File: src/rtl/imu_seq_pkg.sv
// Shared definitions for the IMU sample sequencer: FSM states, channel indices
// and default widths.
package imu_seq_pkg;

  localparam int NUM_CH   = 6;
  localparam int CH_W_DEF = 18;

  // Channel read order on RdAddr.
  localparam logic [2:0] CH_AX = 3'd0;
  localparam logic [2:0] CH_AY = 3'd1;
  localparam logic [2:0] CH_AZ = 3'd2;
  localparam logic [2:0] CH_GX = 3'd3;
  localparam logic [2:0] CH_GY = 3'd4;
  localparam logic [2:0] CH_GZ = 3'd5;

  // State encodings are kept as plain constants so that older blocks can share them.
  localparam logic [2:0] S_IDLE      = 3'd0;
  localparam logic [2:0] S_REQ       = 3'd1;
  localparam logic [2:0] S_CAPTURE   = 3'd2;
  localparam logic [2:0] S_COMMIT    = 3'd3;
  localparam logic [2:0] S_WAIT_CALC = 3'd4;

  typedef enum logic [2:0] {
    IDLE      = S_IDLE,
    REQ       = S_REQ,
    CAPTURE   = S_CAPTURE,
    COMMIT    = S_COMMIT,
    WAIT_CALC = S_WAIT_CALC
  } state_e;

endpackage

File: src/rtl/imu_sample_sequencer_if.sv
// IMU channel read port: RdReq and RdAddr are held stable until RdAck.
// RdData is valid in the same cycle as RdAck.
interface imu_sample_sequencer_if
  import imu_seq_pkg::*;
#(
  parameter int CH_W = CH_W_DEF
);
  logic            RdReq;
  logic [2:0]      RdAddr;
  logic            RdAck;
  logic [CH_W-1:0] RdData;

  modport master (output RdReq, RdAddr, input RdAck, RdData);
  modport slave  (input RdReq, RdAddr, output RdAck, RdData);
endinterface

File: src/rtl/imu_rate_tick.sv
// Sample-rate divider. The counter runs 0..SAMPLE_DIV-1 while enable is high and
// tick is asserted on the wrap cycle. While enable is low the counter is held at 0.
module imu_rate_tick #(
  parameter int SAMPLE_DIV = 50000
) (
  input  logic clk,
  input  logic rst_n,
  input  logic enable,
  output logic tick
);
  localparam int              CW   = $clog2(SAMPLE_DIV);
  localparam logic [CW-1:0]   LAST = CW'(SAMPLE_DIV - 1);

  logic [CW-1:0] cnt_q;

  // NOTE: state registers use non-blocking (<=) so every flop samples pre-edge values.
  always_ff @(posedge clk or negedge rst_n) begin
    if (!rst_n) begin
      cnt_q <= '0;
    end else if (!enable || cnt_q == LAST) begin
      cnt_q <= '0;
    end else begin
      cnt_q <= cnt_q + CW'(1);
    end
  end

  assign tick = enable && (cnt_q == LAST);

endmodule

File: src/rtl/imu_sample_sequencer.sv
// Reads six IMU channels on every sample tick, commits them as one frame and
// hands the frame to the calculator. Define IMU_SEQ_AVG_EN to average each new
// frame with the previously committed one.
module imu_sample_sequencer
  import imu_seq_pkg::*;
#(
  parameter int SAMPLE_DIV = 50000,
  parameter int CH_W       = CH_W_DEF,
  parameter int RD_TIMEOUT = 255
) (
  input  logic                   clk,
  input  logic                   rst_n,
  input  logic                   Enable,
  imu_sample_sequencer_if.master rd,
  output logic [CH_W-1:0]        AccelX,
  output logic [CH_W-1:0]        AccelY,
  output logic [CH_W-1:0]        AccelZ,
  output logic [CH_W-1:0]        GyroX,
  output logic [CH_W-1:0]        GyroY,
  output logic [CH_W-1:0]        GyroZ,
  output logic                   FrameValid,
  output logic                   CalcStart,
  input  logic                   CalcDone,
  output logic                   Busy,
  output logic                   Overrun,
  output logic                   TimeoutErr,
  input  logic                   ClearErr
);
  localparam int            WW        = $clog2(RD_TIMEOUT + 1);
  localparam logic [WW-1:0] WAIT_LAST = WW'(RD_TIMEOUT - 1);

  logic            tick;
  logic [2:0]      state_q;
  logic [2:0]      idx_q;
  logic [WW-1:0]   wait_q;
  logic            frame_q;
  logic [CH_W-1:0] shadow_q [NUM_CH];
  logic [CH_W-1:0] out_q    [NUM_CH];

  imu_rate_tick #(.SAMPLE_DIV(SAMPLE_DIV)) u_tick (
    .clk    (clk),
    .rst_n  (rst_n),
    .enable (Enable),
    .tick   (tick)
  );

  wire ack_hit     = (state_q == S_REQ) && rd.RdAck;
  wire timeout_hit = (state_q == S_REQ) && !rd.RdAck && (wait_q == WAIT_LAST);
  wire overrun_hit = tick && (state_q != S_IDLE);

  always_ff @(posedge clk or negedge rst_n) begin
    if (!rst_n) begin
      state_q <= S_IDLE;
      idx_q   <= '0;
      wait_q  <= '0;
      frame_q <= 1'b0;
    end else begin
      frame_q <= 1'b0;
      case (state_q)
        S_IDLE: if (tick) begin
          state_q <= S_REQ;
          idx_q   <= '0;
          wait_q  <= '0;
        end
        S_REQ: begin
          if (ack_hit)          state_q <= S_CAPTURE;
          else if (timeout_hit) state_q <= S_IDLE;
          else                  wait_q  <= wait_q + WW'(1);
        end
        S_CAPTURE: begin
          if (idx_q == CH_GZ) begin
            state_q <= S_COMMIT;
          end else begin
            idx_q   <= idx_q + 3'd1;
            wait_q  <= '0;
            state_q <= S_REQ;
          end
        end
        S_COMMIT: begin
          frame_q <= 1'b1;
          state_q <= S_WAIT_CALC;
        end
        S_WAIT_CALC: if (CalcDone) state_q <= S_IDLE;
        default: state_q <= S_IDLE;
      endcase
    end
  end

  // NOTE: the shadow array is reset explicitly; a discarded partial frame must never leak out.
  always_ff @(posedge clk or negedge rst_n) begin
    if (!rst_n) begin
      for (int c = 0; c < NUM_CH; c++) shadow_q[c] <= '0;
    end else if (ack_hit) begin
      shadow_q[idx_q] <= rd.RdData;
    end
  end

`ifdef IMU_SEQ_AVG_EN
  logic first_q;

  // Floor average: the CH_W+1-bit signed sum shifted right by one.
  function automatic logic [CH_W-1:0] avg2(input logic [CH_W-1:0] a, input logic [CH_W-1:0] b);
    logic signed [CH_W:0] sum;
    sum = $signed({a[CH_W-1], a}) + $signed({b[CH_W-1], b});
    return sum[CH_W:1];
  endfunction

  always_ff @(posedge clk or negedge rst_n) begin
    if (!rst_n) begin
      first_q <= 1'b1;
      for (int c = 0; c < NUM_CH; c++) out_q[c] <= '0;
    end else if (state_q == S_COMMIT) begin
      first_q <= 1'b0;
      for (int c = 0; c < NUM_CH; c++)
        out_q[c] <= first_q ? shadow_q[c] : avg2(shadow_q[c], out_q[c]);
    end
  end
`else
  always_ff @(posedge clk or negedge rst_n) begin
    if (!rst_n) begin
      for (int c = 0; c < NUM_CH; c++) out_q[c] <= '0;
    end else if (state_q == S_COMMIT) begin
      for (int c = 0; c < NUM_CH; c++) out_q[c] <= shadow_q[c];
    end
  end
`endif

  // A new error wins over ClearErr in the same cycle.
  always_ff @(posedge clk or negedge rst_n) begin
    if (!rst_n) begin
      Overrun    <= 1'b0;
      TimeoutErr <= 1'b0;
    end else begin
      if (overrun_hit)   Overrun <= 1'b1;
      else if (ClearErr) Overrun <= 1'b0;
      if (timeout_hit)   TimeoutErr <= 1'b1;
      else if (ClearErr) TimeoutErr <= 1'b0;
    end
  end

  assign rd.RdReq   = (state_q == S_REQ);
  assign rd.RdAddr  = idx_q;
  assign FrameValid = frame_q;
  assign CalcStart  = frame_q;
  assign Busy       = (state_q != S_IDLE);

  assign AccelX = out_q[CH_AX];
  assign AccelY = out_q[CH_AY];
  assign AccelZ = out_q[CH_AZ];
  assign GyroX  = out_q[CH_GX];
  assign GyroY  = out_q[CH_GY];
  assign GyroZ  = out_q[CH_GZ];

endmodule

File: src/flat_wrapper.sv
// flat-port wrapper written by rule: the top's interface ports become plain ports
module imu_sample_sequencer_flat import imu_seq_pkg::*;
#(
  parameter int SAMPLE_DIV = 50000,
  parameter int CH_W       = CH_W_DEF,
  parameter int RD_TIMEOUT = 255
)
  (clk, rst_n, Enable, AccelX, AccelY, AccelZ, GyroX, GyroY, GyroZ, FrameValid, CalcStart, CalcDone, Busy, Overrun, TimeoutErr, ClearErr, rd_RdReq, rd_RdAddr, rd_RdAck, rd_RdData);
  imu_sample_sequencer_if #(.CH_W(CH_W)) rd_i ();
  input  logic clk;
  input  logic rst_n;
  input  logic Enable;
  output logic [CH_W-1:0] AccelX;
  output logic [CH_W-1:0] AccelY;
  output logic [CH_W-1:0] AccelZ;
  output logic [CH_W-1:0] GyroX;
  output logic [CH_W-1:0] GyroY;
  output logic [CH_W-1:0] GyroZ;
  output logic FrameValid;
  output logic CalcStart;
  input  logic CalcDone;
  output logic Busy;
  output logic Overrun;
  output logic TimeoutErr;
  input  logic ClearErr;
  output wire logic [$bits(rd_i.RdReq)-1:0] rd_RdReq;
  output wire logic [$bits(rd_i.RdAddr)-1:0] rd_RdAddr;
  input wire logic [$bits(rd_i.RdAck)-1:0] rd_RdAck;
  input wire logic [$bits(rd_i.RdData)-1:0] rd_RdData;
  assign rd_RdReq = rd_i.RdReq;
  assign rd_RdAddr = rd_i.RdAddr;
  assign rd_i.RdAck = rd_RdAck;
  assign rd_i.RdData = rd_RdData;
  imu_sample_sequencer #(.SAMPLE_DIV(SAMPLE_DIV), .CH_W(CH_W), .RD_TIMEOUT(RD_TIMEOUT)) u_core (.clk(clk), .rst_n(rst_n), .Enable(Enable), .rd(rd_i), .AccelX(AccelX), .AccelY(AccelY), .AccelZ(AccelZ), .GyroX(GyroX), .GyroY(GyroY), .GyroZ(GyroZ), .FrameValid(FrameValid), .CalcStart(CalcStart), .CalcDone(CalcDone), .Busy(Busy), .Overrun(Overrun), .TimeoutErr(TimeoutErr), .ClearErr(ClearErr));
endmodule
File: config.mk
export PLATFORM = sky130hd
export DESIGN_NAME = imu_sample_sequencer_flat
export DESIGN_NICKNAME = d
export VERILOG_FILES = /design/src/rtl/imu_seq_pkg.sv /design/src/rtl/imu_sample_sequencer_if.sv /design/src/rtl/imu_rate_tick.sv /design/src/rtl/imu_sample_sequencer.sv /design/src/flat_wrapper.sv
export SDC_FILE = /design/constraint.sdc
export NUM_CORES = 1
export LEC_CHECK = 0
export ABC_AREA = 1
export CORE_ASPECT_RATIO = 0.7
export CORE_MARGIN = 1.5
export CORE_UTILIZATION = 30
export DETAILED_ROUTE_END_ITERATION = 6
export GPL_ROUTABILITY_DRIVEN = 0
export PLACE_DENSITY = 0.5
export SYNTH_ARGS = -nofsm -noshare
export SYNTH_HDL_FRONTEND = slang
export SYNTH_SLANG_ARGS = --single-unit
File: constraint.sdc
create_clock -name clk -period 5 [get_ports clk]
set_input_delay 1 -clock clk [delete_from_list [all_inputs] [get_ports clk]]
set_output_delay 1 -clock clk [all_outputs]
set_load 0.02 [all_outputs]
# Word-level counts from Yosys, hierarchy flattened

Index checks and enable logic that the tools add are counted.
Widths: inputs -> output; s select.

Equal/unequal tests: 13
$add $sub $neg: 3
Reduce and logical (&&, ||, !) cells: 18
Magnitude comparators: 2
Bitwise operators: 1
Muxes and demuxes: 22

Operator list:

| kind                  | number |
|---|---|
| $bwmux 108            | 1 |
| $demux 18 s3          | 1 |
| $mux 8                | 4 |
| $pmux 8 s3            | 1 |
| $mux 18               | 1 |
| $mux 3                | 6 |
| $add 16x1->16 const B | 1 |
| $eq 16x16->1 const B  | 1 |
| $mux 16               | 1 |
| $pmux 3 s5            | 1 |
| $add 8x1->8 const B   | 1 |
| $eq 8x8->1 const B    | 1 |
| $ne 2x2->1 const B    | 4 |
| $eq 3x2->1 const B    | 2 |
| $eq 3x3->1 const B    | 2 |
| $logic_and 1x1->1     | 6 |
| $pmux 3 s2            | 1 |
| $reduce_and 3->1      | 2 |
| $reduce_bool 2->1     | 3 |
| $reduce_bool 3->1     | 2 |
| $reduce_and 5->1      | 1 |
| $ge 4x4->1 const B    | 1 |
| $lt 4x1->1 const B    | 1 |
| $mux 1                | 4 |
| 9 further kinds       | 10 |

Flip-flop bits (word level): 249
Output and inout port bits: 117
Input bits: 24
Word-level logic and storage cells: 78

# Logic depth before layout (Yosys ltp)

Depth after elaboration: 6
Gate-level depth with buffers: 10
Gate-level depth less buffers: 10

# Cells and area by module

Synthesis repeated with hierarchy kept, for this count alone.

Cell total of the unflattened synthesis: 1065
Area total of the unflattened synthesis: 9823.2 sq um

Modules (own cells, without submodules):

| module               | area an instance (sq um) | cells an instance | seq. area each (sq um) | instances |
|---|---|---|---|---|
| imu_sample_sequencer | 8932.3                   | 947               | 5830.6                 | 1 |
| imu_rate_tick        | 890.9                    | 118               | 400.4                  | 1 |

# Worst setup path before layout

OpenSTA, ideal clock, no wires.

Path type: input -> register
Start: input rd_RdAck
End: register u_core.wait_q[1]
Slack: 3051 ps
Required time: 4935 ps
Library setup time: 65 ps
Path buffers: 0
Stages: 5
Arrival time: 1884 ps
Cell sequence: nand3b_1 > a21oi_1 > inv_1 > or2_2 > nand2_1

Longest elaborated chain between the ends: 5
Elaborated cells between the ends (all ways): 7
Classes of those cells: eq/ne: 2; reduce/logical: 5

RTL lines:

| what                            | RTL line                   | source |
|---|---|---|
| start, declared                 | flat_wrapper.sv:28         | `input wire logic [$bits(rd_i.RdAck)-1:0] rd_RdAck;` |
| $logic_not 1->1                 | imu_sample_sequencer.sv:48 | `wire timeout_hit = (state_q == S_REQ) && !rd.RdAck && (wait_q == WAIT_LAST);` |
| $logic_and 1x1->1 (2 in series) | imu_sample_sequencer.sv:48 |  |
| $ne 2x2->1 (no line)            | -                          |  |
| $reduce_and 5->1 (no line) (*)  | -                          |  |
| end signal, assigned            | imu_sample_sequencer.sv:68 | `else wait_q <= wait_q + WW'(1);` |
| end, declared                   | imu_sample_sequencer.sv:35 | `logic [WW-1:0] wait_q;` |

Every way passes the cells marked *; elsewhere a longest branch is shown, timed or not.
A chain may end at the register's enable or synchronous reset.

# Worst setup path in the final report

Start: register u_core.state_q[1]
End: output rd_RdReq

Longest elaborated chain between the ends: 1

RTL lines:

| what                   | RTL line                    | source |
|---|---|---|
| start, declared        | imu_sample_sequencer.sv:33  | `logic [2:0] state_q;` |
| start signal, assigned | imu_sample_sequencer.sv:53  | `state_q <= S_IDLE;` |
| start signal, assigned | imu_sample_sequencer.sv:61  | `state_q <= S_REQ;` |
| start signal, assigned | imu_sample_sequencer.sv:66  | `if (ack_hit) state_q <= S_CAPTURE;` |
| $eq 3x1->1             | imu_sample_sequencer.sv:141 | `assign rd.RdReq = (state_q == S_REQ);` |
| end, declared          | flat_wrapper.sv:26          | `output wire logic [$bits(rd_i.RdReq)-1:0] rd_RdReq;` |

Every way passes these cells.

==> results_dict.tcl <==
set metrics [dict create \
    layout-drive-gt1-share_pct 7.63 \
    met1_usage_pct 24.4 \
    cts_buffers 26 \
    clock.fmax_mhz 337 \
    drt-pass1-iter-count 5 \
    worst_slew_pin_slew_ps 970 \
    fin_ws_ps 2030 \
    seq_area_frac_synth_pct 62.8 \
    netlist_area_mm2 0.00992 \
    p_per_area_mw_per_mm2 329 \
    avgSynthCellArea_um2 9.52 \
    cp.arrival_ps 1970 \
    synth_edf_count 0 \
    clkTransAtPathRegs_ps 70 \
    final-max-slew-violation-count 0 \
    status "finished, final reports clean" \
    slew_headroom_pct 35.4 \
    ant_nets 0 \
    cp_cell_sequence "nor2_2, nand2_1, inv_1, clkdlybuf4s50_1" \
    drt-initial-drc-count 561 \
    post_cts.repair.setup_buffers 0 \
    grt_setup_unrepaired "false" \
    cts_tree "built" \
    clock_path_buffers 3 \
    drc 0 \
    synth_cell_type_count 31 \
    grt_max_degree 144 \
    num_rows 55 \
    crit_fanout 5 \
    viasPerCell 4.40 \
    wl_per_cell_um 16.0 \
    start_kind "register" \
    yosysTopAreaCell "dfrtp_1" \
    end_kind "output pin" \
    setup_viol 0 \
    vias 7120 \
    use_met2_pct 22.6 \
    synth_async_sr_flop_share_pct 100 \
    ctsHtreeMaxLevel 1 \
    cts_root_buffer "clkbuf_16" \
    antenna_found_initial 0 \
    max-cap-violations 0 \
    holdBufCountCts 0 \
    die_area_mm2 0.0342 \
    port_buffers 140 \
    synthCells 1042 \
    core_mm2 0.0324 \
    n_antenna_cell 0 \
    fp.dieH_um 155 \
    grt_pass1_vias 6971 \
    yosys_register_bits 249 \
    yosysMostFrequentCell "nand2_1" \
    synth_flop_cell "dfrtp_1" \
    start_util_pct 30.6 \
    tns_ps 0 \
    syn_nets 1071 \
    grt_pass1_wl_mm 41.1 \
    fin_worst_skew_ps 13.0 \
    ir_drop_mv 0.203 \
    critical_path_class "reg2out" \
    area.growth.synth_to_final_pct 27.2 \
    synth_area_leaders "dfrtp_1 63%, nand2_1 10%, o21ai_0 8.8%, inv_1 5.2%, nor2_1 2.1%" \
    crit_path_max_incr_delay_ps 590 \
    track_usage_pct 15.7 \
    nets 1202 \
    period_needed_ps 2970 \
    postLayoutCoreUtil_pct 38.9 \
    p_leak_nw 5.83 \
    clock-sinks 249 \
    hold_viol_final 0 \
    cp.required_ps 4000 \
    synth_common_cells "267 x nand2_1, 249 x dfrtp_1, 174 x o21ai_0" \
    cp_slowest_cell "clkdlybuf4s50_1" \
    pre_cts_ws_ps 2340 \
    cts_resized 0 \
    yosysWarnings 0 \
    hold_class "reg2reg" \
    grt_overflow 0 \
    routed_wl_mm 25.9 \
    fin_crit_sh_pct 59.3 \
    worstSkewPairLatency_ps 530 \
    busiest_layer "met1" \
    dp_hpwl_mm 16.5 \
    die_w_um 220 \
    met3_usage_pct 3.23 \
    synth_top_area_share_pct 62.8 \
    io_pins 141 \
]
through the flow:
stage	instances	power [mW]	instance area (um^2)	hold slack, ps
finish	1619	4.16	12600	474
global route	1619	4.31	12600	499
CTS	1619	4.23	12600	475
detailed placement	1572	2.16	11700	461
global placement	1572	2.16	11700	452
floorplan	1042	2.06	9920	433
flip-flops by register name, indices dropped and copies added (netlist names), 3 cells and up:
signal / cells
u_core.AccelY: 18
u_core.state_q: 3
u_core.AccelZ: 18
u_core.GyroX: 18
u_core.shadow_q: 108
u_core.rd.RdAddr: 3
u_core.u_tick.cnt_q: 16
u_core.AccelX: 18
u_core.GyroY: 18
u_core.GyroZ: 18
u_core.wait_q: 8
area by class of cell:
| cell class | instances | area, um^2 |
|---|---|---|
| clock buffers | 37 | 783 |
| flip-flops and latches | 249 | 6230 |
| inverters | 139 | 529 |
| well taps | 427 | 534 |
| fillers | 3299 | 19800 |
| clock inverters | 10 | 125 |
| multi-input cells | 608 | 2930 |
| repair buffers | 149 | 1490 |
routing by layer:
layer	wire length, um	vias to the layer above
li1	-	3537
met1	13100	3405
met2	11000	147
met3	1350	31
met4	407	0
met5	0	-
power breakdown:
| group | internal [mW] | leakage, nW | switching [mW] | total, mW |
|---|---|---|---|---|
| registers | 2.02 | 2.92 | 0.00157 | 2.02 |
| clock network | 1.24 | 0.456 | 0.798 | 2.04 |
| logic | 0.0207 | 2.46 | 0.0784 | 0.0992 |
| total | 3.28 | 5.83 | 0.878 | 4.16 |
cells in the final DEF (no fill, tap or decap), types with 2 or more instances in the layout:
cell and count:
o21ai_0 174, o22ai_1 2, nor4_4 5, clkinv_2 7
ha_1 5, clkbuf_8 7, or2_2 3, clkbuf_1 3
a21oi_1 23, clkbuf_16 27, o21a_1 2, o21ai_1 5
xor2_1 8, buf_4 8, o21ai_2 24, nor3_1 10
nand4_1 4, nand2_1 267, nand3_1 11, clkdlybuf4s50_1 139
dfrtp_1 249, nor2_1 56, xnor2_1 3, bufinv_16 3
inv_1 137
worst max-delay path, delay by kind of cell (launching register included):
family | cells | cell delay [ps]
buffers and inverters | 2 | 650
flip-flops | 1 | 440
AND/OR/NAND/NOR | 2 | 330
final timing paths:
kind	startpoint	end	slack, ps	cells after the start
worst min-delay path	u_core.u_tick.cnt_q[0]	u_core.u_tick.cnt_q[0]	470	1
worst max-delay path	u_core.state_q[1]	rd_RdReq	2030	4
worst min register to register	u_core.u_tick.cnt_q[0]	u_core.u_tick.cnt_q[0]	470	1
max in group asynchronous	rst_n	u_core.shadow_q[47]	3350	2
min in group asynchronous	rst_n	u_core.GyroZ[0]	560	1
worst max register to register	u_core.state_q[0]	u_core.AccelY[5]	2690	5
kinds of logic (layout without fill, tap and decap cells):
| family | count (synthesis) | in the layout | share of synthesized area [%] |
|---|---|---|---|
| AND/OR/NAND/NOR | 361 | 361 | 15.3 |
| flip-flops | 249 | 249 | 62.8 |
| AO/OA/AOI/OAI | 231 | 231 | 12.7 |
| buffers and inverters | 185 | 335 | 7.68 |
| XOR/XNOR | 11 | 11 | 0.971 |
| adder cells (fa/ha/maj) | 5 | 5 | 0.630 |
(Power assumes the default switching activity.)
